`config.mk`:
```
export PLATFORM = sky130hd
export DESIGN_NAME = sha256_stream_core
export DESIGN_NICKNAME = d
export VERILOG_FILES = /design/src/rtl/sha256_stream_core.sv
export SDC_FILE = /design/constraint.sdc
export NUM_CORES = 2
export LEC_CHECK = 0
export BUFFER_PORTS_ARGS = -buffer_cell sky130_fd_sc_hd__buf_2
export CAP_MARGIN = 20
export CORE_UTILIZATION = 34
export DETAILED_ROUTE_END_ITERATION = 10
export MAX_ROUTING_LAYER = met4
export PLACE_DENSITY = 0.62
export SLEW_MARGIN = 20
export SYNTH_ARGS = -nofsm -noshare
export SYNTH_HDL_FRONTEND = slang
export SYNTH_SLANG_ARGS = --single-unit
```
`constraint.sdc`:
```
create_clock -name clk -period 17.8 [get_ports clk]
set_clock_uncertainty 0.1 [all_clocks]
set_input_delay 3.56 -clock clk [delete_from_list [all_inputs] [get_ports clk]]
set_output_delay 3.56 -clock clk [all_outputs]
set_load 0.03 [all_outputs]
```
`src/rtl/sha256_stream_core.sv`:
```
// SHA-256 compression engine for the miner datapath.
// Takes one padded 512-bit block per handshake, chains blocks of a message
// through an internal chaining register and emits a digest after the last
// block. UNROLL rounds are evaluated per clock.
module sha256_stream_core #(
   parameter int UNROLL      = 1,
   parameter bit MIDSTATE_EN = 1'b1
) (
   input  logic         clk,
   input  logic         reset,
   input  logic         in_valid,
   output logic         in_ready,
   input  logic [511:0] in_block,
   input  logic         in_first,
   input  logic         in_last,
   input  logic         iv_sel,
   input  logic [255:0] iv_in,
   output logic         out_valid,
   input  logic         out_ready,
   output logic [255:0] out_digest,
   output logic         busy
);

   if (!(UNROLL == 1 || UNROLL == 2 || UNROLL == 4 || UNROLL == 8)) begin : g_bad_unroll
      $fatal(1, "sha256_stream_core: UNROLL must be 1, 2, 4 or 8");
   end

   localparam logic [255:0] SHA_IV = 256'h6a09e667_bb67ae85_3c6ef372_a54ff53a_510e527f_9b05688c_1f83d9ab_5be0cd19;
   localparam logic [6:0]   STEP   = 7'(UNROLL);
   localparam logic [6:0]   LAST_T = 7'(64 - UNROLL);

   localparam logic [31:0] K_TAB [0:63] = '{
      32'h428a2f98, 32'h71374491, 32'hb5c0fbcf, 32'he9b5dba5, 32'h3956c25b, 32'h59f111f1, 32'h923f82a4, 32'hab1c5ed5,
      32'hd807aa98, 32'h12835b01, 32'h243185be, 32'h550c7dc3, 32'h72be5d74, 32'h80deb1fe, 32'h9bdc06a7, 32'hc19bf174,
      32'he49b69c1, 32'hefbe4786, 32'h0fc19dc6, 32'h240ca1cc, 32'h2de92c6f, 32'h4a7484aa, 32'h5cb0a9dc, 32'h76f988da,
      32'h983e5152, 32'ha831c66d, 32'hb00327c8, 32'hbf597fc7, 32'hc6e00bf3, 32'hd5a79147, 32'h06ca6351, 32'h14292967,
      32'h27b70a85, 32'h2e1b2138, 32'h4d2c6dfc, 32'h53380d13, 32'h650a7354, 32'h766a0abb, 32'h81c2c92e, 32'h92722c85,
      32'ha2bfe8a1, 32'ha81a664b, 32'hc24b8b70, 32'hc76c51a3, 32'hd192e819, 32'hd6990624, 32'hf40e3585, 32'h106aa070,
      32'h19a4c116, 32'h1e376c08, 32'h2748774c, 32'h34b0bcb5, 32'h391c0cb3, 32'h4ed8aa4a, 32'h5b9cca4f, 32'h682e6ff3,
      32'h748f82ee, 32'h78a5636f, 32'h84c87814, 32'h8cc70208, 32'h90befffa, 32'ha4506ceb, 32'hbef9a3f7, 32'hc67178f2
   };

   typedef enum logic [1:0] {IDLE, ROUND, FINAL, HOLD} state_t;

   // Fixed-distance rotates are pure wiring.
   function automatic logic [31:0] big_s0(input logic [31:0] x);
      return {x[1:0], x[31:2]} ^ {x[12:0], x[31:13]} ^ {x[21:0], x[31:22]};
   endfunction

   function automatic logic [31:0] big_s1(input logic [31:0] x);
      return {x[5:0], x[31:6]} ^ {x[10:0], x[31:11]} ^ {x[24:0], x[31:25]};
   endfunction

   function automatic logic [31:0] small_s0(input logic [31:0] x);
      return {x[6:0], x[31:7]} ^ {x[17:0], x[31:18]} ^ {3'b000, x[31:3]};
   endfunction

   function automatic logic [31:0] small_s1(input logic [31:0] x);
      return {x[16:0], x[31:17]} ^ {x[18:0], x[31:19]} ^ {10'b0, x[31:10]};
   endfunction

   state_t        r_state;
   state_t        w_state_next;
   logic [31:0]   r_w [0:15];
   logic [31:0]   w_ext [0:15+UNROLL];
   logic [255:0]  r_work;
   logic [255:0]  r_chain;
   logic [255:0]  r_digest;
   logic          r_out_valid;
   logic          r_last;
   logic [6:0]    r_t;
   logic [255:0]  w_init;
   logic [255:0]  w_round;
   logic [255:0]  w_sum;

   // State register; reset aborts any block in flight.
   always_ff @(posedge clk) begin
      if (reset) begin
         r_state <= IDLE;
      end else begin
         r_state <= w_state_next;
      end
   end

   // Next-state and handshake outputs.
   always_comb begin
      w_state_next = r_state;
      in_ready     = 1'b0;
      case (r_state)
         IDLE: begin
            in_ready = !reset;
            if (in_valid) begin
               w_state_next = ROUND;
            end
         end
         ROUND: begin
            if (r_t == LAST_T) begin
               w_state_next = FINAL;
            end
         end
         FINAL: begin
            w_state_next = r_last ? HOLD : IDLE;
         end
         HOLD: begin
            if (out_ready) begin
               w_state_next = IDLE;
            end
         end
         default: w_state_next = IDLE;
      endcase
   end

   // Initial hash for a new block: external midstate, standard IV, or the chain.
   always_comb begin
      if (in_first && iv_sel && MIDSTATE_EN) begin
         w_init = iv_in;
      end else if (in_first) begin
         w_init = SHA_IV;
      end else begin
         w_init = r_chain;
      end
   end

   // Message schedule: current window plus UNROLL freshly expanded words.
   always_comb begin : p_sched
      for (int i = 0; i < 16; i++) begin
         w_ext[i] = r_w[i];
      end
      for (int i = 0; i < UNROLL; i++) begin
         w_ext[16+i] = small_s1(w_ext[14+i]) + w_ext[9+i] + small_s0(w_ext[1+i]) + w_ext[i];
      end
   end

   // UNROLL chained compression rounds starting at round r_t.
   always_comb begin : p_round
      logic [31:0] va, vb, vc, vd, ve, vf, vg, vh, t1, t2;
      logic [5:0]  kidx;
      {va, vb, vc, vd, ve, vf, vg, vh} = r_work;
      t1   = '0;
      t2   = '0;
      kidx = '0;
      for (int j = 0; j < UNROLL; j++) begin
         kidx = r_t[5:0] + 6'(j);
         t1 = vh + big_s1(ve) + ((ve & vf) ^ (~ve & vg)) + K_TAB[kidx] + w_ext[j];
         t2 = big_s0(va) + ((va & vb) ^ (va & vc) ^ (vb & vc));
         vh = vg;
         vg = vf;
         vf = ve;
         ve = vd + t1;
         vd = vc;
         vc = vb;
         vb = va;
         va = t1 + t2;
      end
      w_round = {va, vb, vc, vd, ve, vf, vg, vh};
   end

   // Word-wise feed-forward of the chaining value into the working variables.
   for (genvar gi = 0; gi < 8; gi++) begin : g_sum
      assign w_sum[255-32*gi -: 32] = r_chain[255-32*gi -: 32] + r_work[255-32*gi -: 32];
   end

   // Schedule window: load on acceptance, shift by UNROLL words per round cycle.
   always_ff @(posedge clk) begin
      for (int i = 0; i < 16; i++) begin
         if (r_state == IDLE && in_valid) begin
            r_w[i] <= in_block[511-32*i -: 32];
         end else if (r_state == ROUND) begin
            r_w[i] <= w_ext[i+UNROLL];
         end
      end
   end

   // Working variables, chaining register, round counter and digest output.
   always_ff @(posedge clk) begin
      if (reset) begin
         r_work      <= '0;
         r_chain     <= SHA_IV;
         r_digest    <= '0;
         r_out_valid <= 1'b0;
         r_last      <= 1'b0;
         r_t         <= '0;
      end else begin
         case (r_state)
            IDLE: begin
               if (in_valid) begin
                  r_work  <= w_init;
                  r_chain <= w_init;
                  r_last  <= in_last;
                  r_t     <= '0;
               end
            end
            ROUND: begin
               r_work <= w_round;
               r_t    <= r_t + STEP;
            end
            FINAL: begin
               r_chain <= w_sum;
               if (r_last) begin
                  r_digest    <= w_sum;
                  r_out_valid <= 1'b1;
               end
            end
            HOLD: begin
               if (out_ready) begin
                  r_out_valid <= 1'b0;
               end
            end
            default: ;
         endcase
      end
   end

   assign out_valid  = r_out_valid;
   assign out_digest = r_digest;
   assign busy       = (r_state != IDLE);

endmodule

```
==> flow_summary.toml <==
[routing]
wl_um = 393000
drt-vias-per-instance = 5.72
drc = 0
drt-initial-drc-count = 8589
wl_per_cell_um = 28.7
ant_nets = 0
drt_pass1_iterations = 8
vias = 78400

[synthesis]
synth_top_area_cell = "dfxtp_1"
avgSynthCellArea_um2 = 8.30
synth_fa_ha_area_frac = 0.109
synth_area_leaders = "dfxtp_1 (19%), edfxtp_1 (19%), nand2_1 (10%)"
muxShareOfSynthArea = 0.00855
synth_most_common_cell = "nand2_1"
synth_compound_area_frac = 0.212
synth_top_area_frac = 0.194
synth_nets = 11100
synth_top_cells_by_count = "nand2_1 (2206), a21oi_1 (1103), dfxtp_1 (779)"
synth_edf_count = 512
synth_top_family_by_area = "compound AO/OA/AOI/OAI gates"
async_reset_ff_frac = 0
ys_types = 94
netlist_instances = 9710
yosysWarnings = 0
synthesis.area_um2 = 80600
ys.flop_type = "dfxtp_1"
synth-xor-area-share = 0.0634
ys_seq_elements = 1291
synth_seq_area_share = 0.384
yosys.area_share.simple = 0.177

[power_and_ir_drop]
p_per_area_nw_per_um2 = 270
vdd_drop_max_mv = 0.556
power.static_leakage_nw = 40.4

[global_routing]
grt_pass1_vias = 74000
grtUsageTotal = 0.327
grt_pass1_wl_um = 547000
antenna_found_initial = 69
overflow = 0
grt_max_degree = 183

[cts]
cts_resized = 0
root_buffer = "clkbuf_16"
cts.clk_slew.worst_paths_ps = 60
post_cts_buffers = 0
cts_tree = "done"
ctsHoldBuffers = 0
cts_max_level = 4
clkSinkCount = 1291
clk_path_buf_depth = 3
numCtsBuffers = 157
insertion_delay_ps = 870

[setup_path]
critPathMaxStageDelay_ps = 730
start_kind = "flop"
crit_type = "flop to flop"
worst_ep_required_time_ps = 18480
endpoint_kind = "flop"
cp_data_arrival_time_ps = 11520
cp_slowest_cell = "ha_1"
crit_fanout = 31

[sta]
fmax_ghz = 0.0923
final-setup-viol-count = 0
finalCriticalPeriod_ps = 10840
max-slew-margin-rel = 0.222
post-route-period-util = 0.609
hold_violations = 0
tightestPinTransition_ps = 1150
fin_ws_ps = 6960
tns_ps = 0
rsz0062_at_grt = "false"
maxSlewViolCount = 0

[floorplanning]
num_io_pins = 1034
core_um2 = 235000
dieArea_um2 = 239000
die_x_um = 489
placementRows = 178
start_util = 0.342
die_h_um = 489

[place]
place_inst = 13400
place_hpwl_um = 299000
preCtsSetupSlack_ps = 7080
gp_congestion = 0.996
portBuffers = 1033
place_area_um2 = 88300

[final_layout]
final_area_um2 = 93700
area_delta_synth_final_pct = 16.3
stdcell_count = 13700
nets = 11700
post_route_cells_drive_above_1_share = 0.141

[hold_path]
hold_class = "flop to flop"

[run]
maxCapViolations = 0

[outcome]
outcome = "completed"
==> stage by stage <==
stage | total power [mW] | utilization | hold slack (ps)
5_1_grt | 27.0 | 0.398 | 369
4_1_cts | 25.0 | 0.397 | 352
6_report | 25.3 | 0.398 | 350
3_3_place_gp | 21.5 | 0.375 | 340
2_1_floorplan | 15.8 | - | 359
3_5_place_dp | 21.5 | 0.375 | 344
==> logic make-up after synthesis <==
group,count (synthesis)
flip-flops,1291
XOR/XNOR,583
multiplexers,57
AO/OA/AOI/OAI,2717
buffers and inverters,986
AND/OR/NAND/NOR,3488
adder cells (fa/ha/maj),588
==> metal layers <==
layer  vias to the layer above  track usage  share of wire
met5                         -            -              0
met4                         0        0.159          0.056
met3                       715       0.0630          0.089
met2                      4078        0.508           0.45
met1                     38200        0.407           0.40
li1                      35400            -              -
==> worst paths after layout <==
check                                  endpoint  slack, ps  cells after the start            start
worst max-delay path                r_work[255]       6960                     36           r_t[0]
worst min register to register  out_digest[236]        350                      2  out_digest[236]
worst min-delay path            out_digest[236]        350                      2  out_digest[236]
worst max register to register      r_work[255]       6960                     36           r_t[0]
==> area by class of cell <==
cell class	count	area [um^2]
Antenna cell	63	158
Clock buffer	206	4380
Clock inverter	78	902
Fill cell	24300	142000
Inverter	341	1290
Multi-Input combinational cell	7433	46000
Sequential cell	1291	31000
Tap cell	3150	3940
Timing Repair Buffer	1137	6100
==> state kept, by name (all words and copies together) (netlist names) <==
name        cells
r_chain       256
r_t             7
out_digest    256
out_valid       1
r_state         2
r_last          1
r_w           512
r_work        256
==> report_power, final <==
group	internal, mW	switching, mW
logic	6.52	11.5
registers	3.46	0.477
clock network	1.91	1.46
total	11.9	13.4
==> critical path: cells and delay by family, from the launching register on <==
kind	cells	cell delay [ps]
compound gates	16	3930
fa+ha+maj	6	2780
xor+xnor	3	570
mux	1	540
simple gates	5	1310
flops	1	310
buf+inv	5	1140
==> cells in the final DEF, fill, tap and decap left out, drive strengths merged, types with 19 or more instances in the layout <==
| cell type | synthesis | routed |
|---|---|---|
| a2111oi | 19 | 19 |
| a211oi | 115 | 115 |
| a21o | 196 | 196 |
| a21oi | 1107 | 1107 |
| a221oi | 101 | 101 |
| a22o | 23 | 23 |
| a22oi | 113 | 113 |
| a31oi | 55 | 55 |
| and2 | 28 | 28 |
| and3 | 37 | 37 |
| buf | 71 | 1137 |
| clkbuf | 574 | 206 |
| clkinv | 3 | 54 |
| dfxtp | 779 | 779 |
| diode | 0 | 63 |
| edfxtp | 512 | 512 |
| fa | 195 | 195 |
| ha | 390 | 390 |
| inv | 338 | 349 |
| mux2 | 25 | 25 |
| mux2i | 25 | 25 |
| nand2 | 2206 | 2206 |
| nand2b | 55 | 55 |
| nand3 | 153 | 153 |
| nand4 | 40 | 40 |
| nor2 | 735 | 735 |
| nor2b | 44 | 44 |
| nor3 | 93 | 93 |
| o211ai | 88 | 88 |
| o21a | 63 | 63 |
| o21ai | 439 | 439 |
| o21bai | 41 | 41 |
| o221ai | 115 | 115 |
| o22ai | 57 | 57 |
| o31ai | 24 | 24 |
| or3 | 25 | 25 |
| xnor2 | 412 | 412 |
| xor2 | 171 | 171 |
(Power assumes the default switching activity.)
